## config.mk

```make
export PLATFORM = sky130hd
export DESIGN_NAME = ssd_scan_ctrl
export DESIGN_NICKNAME = d
export VERILOG_FILES = /design/src/rtl/ssd_pkg.sv /design/src/rtl/ssd_seg_decode.sv /design/src/rtl/ssd_scan_ctrl.sv
export SDC_FILE = /design/constraint.sdc
export NUM_CORES = 1
export LEC_CHECK = 0
export CORE_UTILIZATION = 45
export DETAILED_ROUTE_END_ITERATION = 16
export GPL_ROUTABILITY_DRIVEN = 0
export GPL_TIMING_DRIVEN = 0
export PLACE_DENSITY = 0.69
export SLEW_MARGIN = 10
export SYNTH_ARGS = -nofsm -noshare
export SYNTH_HDL_FRONTEND = slang
export SYNTH_SLANG_ARGS = --single-unit
```

## constraint.sdc

```tcl
create_clock -name clk -period 1.9 [get_ports clk]
set_input_delay 0.285 -clock clk [delete_from_list [all_inputs] [get_ports clk]]
set_output_delay 0.285 -clock clk [all_outputs]
set_load 0.01 [all_outputs]
```

## src/rtl/ssd_pkg.sv

```systemverilog
// ssd_pkg: shared types and constants for the seven-segment scan controller.
//   scan_state_t : scan FSM state encoding (BLANK guard cycle / SHOW dwell)
//   SEG_OFF      : all segments dark
//   SEG_LUT      : hex digit to {g,f,e,d,c,b,a} active-high segment pattern
package ssd_pkg;

  typedef enum logic {
    BLANK = 1'b0,
    SHOW  = 1'b1
  } scan_state_t;

  localparam logic [6:0] SEG_OFF = 7'h00;

  // Index 0 is hex digit 0; lower-case glyphs are used for b and d so they
  // are distinguishable from 8 and 0.
  localparam logic [6:0] SEG_LUT [16] = '{
    7'h3F, 7'h06, 7'h5B, 7'h4F, 7'h66, 7'h6D, 7'h7D, 7'h07,
    7'h7F, 7'h6F, 7'h77, 7'h7C, 7'h39, 7'h5E, 7'h79, 7'h71
  };

endpackage

```

## src/rtl/ssd_seg_decode.sv

```systemverilog
// ssd_seg_decode: purely combinational hex to seven-segment lookup.
//   hex_i [3:0] : hex digit to display
//   seg_o [6:0] : {g,f,e,d,c,b,a}, active-high
module ssd_seg_decode
  import ssd_pkg::*;
(
  input  logic [3:0] hex_i,
  output logic [6:0] seg_o
);

  assign seg_o = SEG_LUT[hex_i];

endmodule

```

## src/rtl/ssd_scan_ctrl.sv

```systemverilog
// ssd_scan_ctrl: multi-digit seven-segment scan controller.
// Holds NUM_DIGITS hex digits that are shifted in from the right by keypad
// entries, and time-multiplexes them onto one shared segment bus with a
// one-cycle blanking guard at every digit change.
//
// Ports:
//   clk        : system clock
//   rst        : asynchronous active-low reset
//   key_val    : hex value of the pressed key
//   key_valid  : single-cycle pulse, key_val is valid this cycle
//   clear      : single-cycle pulse, zeroes all digits (beats key_valid)
//   hold       : level, suppresses key_valid (clear still acts)
//   seg        : registered segments {g,f,e,d,c,b,a}, active-high
//   digit_sel  : index of the digit currently driven
//   disp_vec   : digit register file, digit 0 in [3:0]
//   entry_cnt  : digits entered since clear, saturating at NUM_DIGITS
//   dbg_state  : current scan FSM state
//
// Input handshake: key_valid and clear are fire-and-forget strobes with no
// back-pressure; every cycle in which one is high is acted on in that same
// cycle, so back-to-back pulses are each accepted.
module ssd_scan_ctrl
  import ssd_pkg::*;
#(
  parameter int CLK_FREQ   = 125_000_000,
  parameter int SCAN_HZ    = 1000,
  parameter int NUM_DIGITS = 2,
  parameter int LZ_BLANK   = 1,
  localparam int SEL_W     = (NUM_DIGITS > 2) ? $clog2(NUM_DIGITS) : 1,
  localparam int CNT_W     = $clog2(NUM_DIGITS + 1)
) (
  input  logic                    clk,
  input  logic                    rst,
  input  logic [3:0]              key_val,
  input  logic                    key_valid,
  input  logic                    clear,
  input  logic                    hold,
  output logic [6:0]              seg,
  output logic [SEL_W-1:0]        digit_sel,
  output logic [4*NUM_DIGITS-1:0] disp_vec,
  output logic [CNT_W-1:0]        entry_cnt,
  output scan_state_t             dbg_state
);

  localparam int DWELL = CLK_FREQ / SCAN_HZ;
  localparam int PW    = (DWELL > 2) ? $clog2(DWELL) : 1;

  if (DWELL < 2) begin : g_dwell_chk
    $error("ssd_scan_ctrl: DWELL = CLK_FREQ/SCAN_HZ must be at least 2");
  end
  if (NUM_DIGITS < 2 || NUM_DIGITS > 8) begin : g_digits_chk
    $error("ssd_scan_ctrl: NUM_DIGITS must be in 2..8");
  end

  scan_state_t             state_q, state_d;
  logic [PW-1:0]           presc_q, presc_d;
  logic [SEL_W-1:0]        sel_q, sel_d;
  logic [6:0]              seg_q, seg_d;
  logic [4*NUM_DIGITS-1:0] disp_q, disp_d;
  logic [CNT_W-1:0]        cnt_q, cnt_d;

  logic       dwell_end;
  logic [3:0] cur_hex;
  logic [6:0] cur_seg;
  logic       cur_blank;

  assign dwell_end = (presc_q == PW'(DWELL - 1));

  // ---------------------------------------------------------------------
  // Digit register file: clear wins over entry, hold only gates entry.
  // ---------------------------------------------------------------------
  always_comb begin
    disp_d = disp_q;
    cnt_d  = cnt_q;
    if (clear) begin
      disp_d = '0;
      cnt_d  = '0;
    end else if (key_valid && !hold) begin
      disp_d = {disp_q[4*NUM_DIGITS-5:0], key_val};
      if (cnt_q != CNT_W'(NUM_DIGITS)) begin
        cnt_d = cnt_q + CNT_W'(1);
      end
    end
  end

  // ---------------------------------------------------------------------
  // Scan FSM: state register
  // ---------------------------------------------------------------------
  always_ff @(posedge clk or negedge rst) begin
    if (!rst) begin
      state_q <= BLANK;
    end else begin
      state_q <= state_d;
    end
  end

  // ---------------------------------------------------------------------
  // Scan FSM: next state
  // ---------------------------------------------------------------------
  always_comb begin
    state_d = state_q;
    case (state_q)
      BLANK: state_d = SHOW;
      SHOW:  if (dwell_end) state_d = BLANK;
    endcase
  end

  // ---------------------------------------------------------------------
  // Scan FSM: outputs (prescaler, digit select, segment bus)
  // ---------------------------------------------------------------------
  // digit_sel only moves on the SHOW->BLANK edge, so whenever the next
  // state is SHOW, sel_q is already the digit that will be lit.
  assign cur_hex = disp_q[{sel_q, 2'b00} +: 4];

  ssd_seg_decode u_dec (
    .hex_i (cur_hex),
    .seg_o (cur_seg)
  );

  // Digit 0 is never blanked, so an empty display still shows one "0".
  assign cur_blank = (LZ_BLANK != 0) && (sel_q != '0) &&
                     (CNT_W'(sel_q) >= cnt_q);

  always_comb begin
    presc_d = '0;
    sel_d   = sel_q;
    seg_d   = SEG_OFF;
    if (state_q == SHOW) begin
      if (dwell_end) begin
        sel_d = (sel_q == SEL_W'(NUM_DIGITS - 1)) ? '0 : sel_q + SEL_W'(1);
      end else begin
        presc_d = presc_q + PW'(1);
      end
    end
    // seg is loaded for the state being entered, so it is dark exactly
    // during BLANK and tracks the digit value every SHOW cycle.
    if (state_d == SHOW && !cur_blank) begin
      seg_d = cur_seg;
    end
  end

  always_ff @(posedge clk or negedge rst) begin
    if (!rst) begin
      presc_q <= '0;
      sel_q   <= '0;
      seg_q   <= SEG_OFF;
      disp_q  <= '0;
      cnt_q   <= '0;
    end else begin
      presc_q <= presc_d;
      sel_q   <= sel_d;
      seg_q   <= seg_d;
      disp_q  <= disp_d;
      cnt_q   <= cnt_d;
    end
  end

  assign seg       = seg_q;
  assign digit_sel = sel_q;
  assign disp_vec  = disp_q;
  assign entry_cnt = cnt_q;
  assign dbg_state = state_q;

endmodule
```

== After elaboration in Yosys (flattened, before gate mapping) ==
Memory sizes are Yosys's and may differ from the RTL's.
Cells that the tools add are included.
Word-level totals
  bits of input ports: 9
  output and inout port bits: 19
  logic and storage cells: 39
  bits in registers: 36
  memories: 1
  ROM bits: 112
Memory list
  (name not given): words 16, width 7, read ports 1, clocked after memory_dff 0, wr ports 0, RTL line ssd_seg_decode.sv:11  | assign seg_o = SEG_LUT[hex_i];
Operators by class
  reduce and logical (&&, ||, !) cells: 9
  equal/unequal tests: 2
  add/sub/neg operators: 3
  magnitude comparators: 2
  mux-type cells: 13
  shifts and indexed selects: 1
  bitwise gates (word level): 2
Operators by type and width (count)
  2-to-1 mux 17 bit: 2
  2-to-1 mux 7 bit: 3
  adder 17 x 1 -> 17 bit (second input constant): 1
  == test 17 bit (second input constant): 1
  2-to-1 mux 8 bit: 2
  indexed part select 8 x 4 -> 4 bit: 1
  2-to-1 mux 2 bit: 3
  greater-or-equal comparator 5 bit (second input constant): 1
  NOT 4 -> 5 bit: 1
  AND reduction 2 bit: 2
  nonzero test 2 bit: 2
  logical AND 1 bit: 3
  adder 2 x 1 -> 2 bit (second input constant): 1
  greater-or-equal comparator 1 x 2 -> 1 bit: 1
  logical NOT 1 bit: 2
  2-to-1 mux 1 bit: 2
  inequality test 2 bit (second input constant): 1
  case mux 1 bit (2 select lines): 1
  adder 1 bit (second input constant): 1
  NOT 1 bit: 1

== Longest topological paths before layout ==
Gate-level depths: netlist of the first run.
  word-level depth: 6
  depth in mapped cells: 7
  depth with buffers taken out: 6

== Modules after synthesis ==
Synthesis of the first run repeated with hierarchy kept, for this count alone.
Second synthesis, totals
  cell total of the unflattened synthesis: 194
  area, all modules: 1944.4 um^2
By module, submodules not included
  ssd_scan_ctrl: area an instance 1656.6 um^2, cells each 161, instances 1, seq. area each 900.9 um^2
  ssd_seg_decode: area an instance 287.8 um^2, cells each 33, instances 1, seq. area each 0.0 um^2

== Worst setup path after synthesis of the first run ==
Ideal clock, no wire load.
  kind: register -> register
  from: register sel_q, in the netlist digit_sel
  to: register seg_q[0], in the netlist seg[0]
  setup slack: 112 ps
  setup time: 69 ps
  cell stages (with the launch flop): 8
  path buffers: 1
  period minus slack after synthesis: 1788 ps
  arrival: 1719 ps
  required time: 1831 ps
  path through: dfrtp_1 > buf_6 > mux2i_1 > inv_1 > ha_1 > or3_1 > o221a_2 > nor2_2
Between the ends
  longest elaborated chain between the ends: 6
  elaborated cells on any way between the ends: 10
  classes of those cells: order compare (1); shift (1); mux (3); bitwise (1); reduce/logical (3); memory (1)
Ends and longest elaborated chain
  start, declared: RTL line ssd_scan_ctrl.sv:57  | logic [SEL_W-1:0] sel_q, sel_d;
  start signal, assigned: RTL line ssd_scan_ctrl.sv:151  | sel_q <= sel_d;
  indexed part select 8 x 4 -> 4 bit: RTL line ssd_scan_ctrl.sv:113  | assign cur_hex = disp_q[{sel_q, 2'b00} +: 4];
  NOT 4 -> 5 bit (not written as such): RTL line ssd_seg_decode.sv:11
  memory read (16 x 7 bit)
  2-to-1 mux 7 bit (not written as such) (2 in a row): RTL line ssd_seg_decode.sv:11
  2-to-1 mux 7 bit *: RTL line ssd_scan_ctrl.sv:137  | if (state_d == SHOW && !cur_blank) begin
  via seg_d[0]: RTL line ssd_scan_ctrl.sv:58  | logic [6:0] seg_q, seg_d;
  end signal, assigned: RTL line ssd_scan_ctrl.sv:152  | seg_q <= seg_d;
  end, declared: RTL line ssd_scan_ctrl.sv:58
The timed path passes the listed nets; every way through them passes the cells marked *. The select of a mux whose other input is x is not followed.
A chain may end at the register's enable or synchronous reset.

== Worst setup path after layout of the first run ==
  from: register sel_q, in the netlist digit_sel
  to: register seg_q[3], in the netlist seg[3]
Same word-level chain as after synthesis.

==> results of run 1 <==
[kinds of logic (layout without fill, tap and decap cells)]
group	Yosys count	count (layout)	synth area share
muxes	6	6	0.0500
adders and majority gates	7	7	0.0479
DFF	36	36	0.493
xor gates and xnor gates	18	18	0.0863
buffers and inverters	16	47	0.0432
AOI/OAI and AO/OA	21	21	0.0801
and+or+nand+nor	78	78	0.199
[power by group through the flow]
stage	clock network (mW)	logic (mW)	registers, mW
detailed placement	0	0.158	0.814
finish	0.482	0.157	0.800
CTS	0.492	0.159	0.800
floorplan	0	0.0630	0.823
global placement	0	0.152	0.813
global route	0.529	0.174	0.802
[cell type report]
type,count,share of cell area
plain buffers,6,0.0185
repair buffers,26,0.115
multi-input cells,130,0.388
clock buffers,5,0.0309
flip-flops and latches,36,0.404
well taps,48,0.0270
inverters,10,0.0169
[metal layers]
metal	track usage	up-vias	wire (um)
met5	0	-	0
met1	0.232	680	1610
met2	0.304	38	1690
met3	0.0694	2	203
li1	-	688	-
met4	0.0571	0	12
[final timing paths]
kind / from / to / slack [ns] / depth (start not counted)
min in group clk: clear / disp_vec[2]$_DFFE_PN0P_ / 0.40 / 2
setup / recovery: digit_sel$_DFFE_PN0P_ / seg[3]$_DFF_PN0_ / 0.11 / 7
setup reg to reg: digit_sel$_DFFE_PN0P_ / seg[3]$_DFF_PN0_ / 0.11 / 7
hold / removal: rst / presc_q[5]$_DFF_PN0_ / 0.08 / 1
hold reg to reg: presc_q[0]$_DFF_PN0_ / presc_q[0]$_DFF_PN0_ / 0.49 / 1
max in group asynchronous: rst / seg[0]$_DFF_PN0_ / 1.31 / 1
[registers in the layout (all words and copies together) (netlist names)]
signal / count
digit_sel: 1
presc_q: 17
disp_vec: 8
dbg_state: 1
seg: 7
entry_cnt: 2
[repair_timing]
action | in CTS | in global routing
setup buffers | 0 | 0
gates resized for setup | 0 | 3
endpoints found under the setup margin | 0 | 3
[cells in the final DEF (no fill, tap or decap)]
master	n
mux2i_1	1
and3_1	1
mux2_4	2
buf_4	1
inv_1	10
o21ai_0	2
nand4_1	3
ha_1	7
dfrtp_1	36
nand2b_1	1
xnor2_1	17
clkbuf_8	5
xor2_1	1
a41o_2	1
a211oi_1	2
nor2_2	1
mux2i_4	2
buf_6	2
nor3_1	5
mux4_2	1
a22o_2	1
nand3_1	5
a311oi_1	2
or3_1	1
o221a_2	1
nor4b_1	1
clkbuf_1	2
nor2b_1	2
a221oi_1	3
nor2_1	28
nand2_1	22
buf_1	1
and4_1	2
a21oi_1	9
nor4_1	5
clkdlybuf4s50_1	25
buf_2	1
nand4_2	1
[metrics by stage]
step / total power, mW / hold slack (ns) / setup TNS, ns
2_1_floorplan: 0.886 / -0.0106 / 0
5_1_grt: 1.50 / 0.137 / 0
3_3_place_gp: 0.965 / 0.468 / -5.83
3_5_place_dp: 0.972 / 0.414 / 0
4_1_cts: 1.45 / 0.103 / 0
6_report: 1.44 / 0.0775 / 0
==> flow_summary.ini, run 1 <==
[power]
power.net_switching_uw = 337
leakage_nw = 0.925
power_per_cell_area_nw_per_um2 = 646
pwr-share-comb = 0.109
peakVddDrop_mv = 0.398
power_frac_seq = 0.556
clockPowerShare = 0.335
intPower_mw = 1.10
netSwitchingFraction = 0.234

[yosys]
synth_top_cell_by_area = dfrtp_1
synth_area_leaders = dfrtp_1 49%, xnor2_1 8.2%, nor2_1 5.8%, ha_1 4.8%, nand2_1 4.5%
synth.cell_area_sq_um = 1830
synthFlopType = dfrtp_1
async_reset_ff_frac = 1.00
yosys_warnings = 0
synth-edff-count = 0
synthesis.nets = 198
yosysMostFrequentCell = dfrtp_1
yosys.area.top_type_share = 0.493
ys_seq_area_frac = 0.493
synthTopCellsByCount = 36 x dfrtp_1, 28 x nor2_1, 22 x nand2_1
synth_cells = 182
ys_types = 36
syn_area_per_cell_sq_um = 10.0
ys_ff_latch = 36

[layout]
ff_latch_area_sq_um = 901
layout.nets = 231
nFillCells = 307
utilization = 0.591
drive_above_1_share = 0.0892
syn_to_final_growth_pct = 21.9
num_antenna_cells = 0
final_area_sq_um = 2230
finalNonFillerCells = 261
multi_input_area_sq_um = 863

[clock_tree]
cts_max_level = 2
hold_buffers = 0
cts_tree = yes
clk_latency_ns = 0.28
cts_root_buffer = clkbuf_8
clock-sinks = 36
clock_path_buffers = 2
numCtsBuffers = 5
clk_pin_slew_ns = 0.07

[placed_design]
postPlaceCellArea_sq_um = 2140
io_buffer_count = 26
pre_cts_slack_ns = 0.0204
dp.cells = 256
dp_hpwl_mm = 2.57

[critical_path]
cp-end-kind = flip-flop
path_delay_family = multiplexers
crit_arrival_ns = 2.01
cp_max_fo = 7
crit_slowest_cell = mux4_2
path_cells = buf_6, mux2_4, inv_1, ha_1, inv_1, mux4_2, nor2_1
cpMostUsedCell = inv_1
critPathLaunchType = flip-flop
crit_required_ns = 2.11
crit_buf_inv = 3
slowest_delay_ns = 0.43
critical_path_class = flip-flop to flip-flop

[floorplan]
die_area_sq_um = 4320
rows = 22
ios = 28
fp.dieH_um = 65.7
die_w_um = 65.7
initial_utilization = 0.484
coreArea_sq_um = 3770

[timing]
setup_viol = 0
skew_ns = 0.00782
rsz0062_at_grt = no
hold_violations = 0
maxSlewViolCount = 0
fin_crit_sh = 0.944
slew-limit-headroom = 0.472
worstMarginPinSlew_ns = 0.791
finalCriticalPeriod_ns = 1.79
fin_ws_ns = 0.107
fmax_mhz = 558

[grt]
grtUsageTotal = 0.188
antenna_found_initial = 0
grt_pass1_vias = 1411
grt_max_degree = 37
grt_pass1_wl_mm = 6.11
grt_overflow = 0

[route]
drtIter0Drc = 59
drc = 0
vias_per_cell = 5.39
wirelength_mm = 3.52
wl_per_cell_um = 13.5
vias = 1408
antenna_left = 0
drt-pass1-iter-count = 4

[worst_hold_path]
hold_path_class = input port to asynchronous set/reset pin

[outcome]
status = finished, final reports clean

[run]
drv_cap = 0
No activity file was read; power rests on OpenSTA's default activity.
==> run 2, diff against run 1 <==
--- a/config.mk
+++ b/config.mk
@@ -5,6 +5,7 @@
 export SDC_FILE = /design/constraint.sdc
 export NUM_CORES = 1
 export LEC_CHECK = 0
+export CAP_MARGIN = 30
 export CORE_UTILIZATION = 45
 export DETAILED_ROUTE_END_ITERATION = 16
 export GPL_ROUTABILITY_DRIVEN = 0
==> results of run 2 <==
No change in the layout: final DEF, timing and power equal those of run 1.
==> run 3, diff against run 2 <==
--- a/config.mk
+++ b/config.mk
@@ -5,6 +5,7 @@
 export SDC_FILE = /design/constraint.sdc
 export NUM_CORES = 1
 export LEC_CHECK = 0
+export ABC_CLOCK_PERIOD_IN_PS = 1900
 export CAP_MARGIN = 30
 export CORE_UTILIZATION = 45
 export DETAILED_ROUTE_END_ITERATION = 16
==> results of run 3 <==
No change in the layout: final DEF, timing and power equal those of run 1.
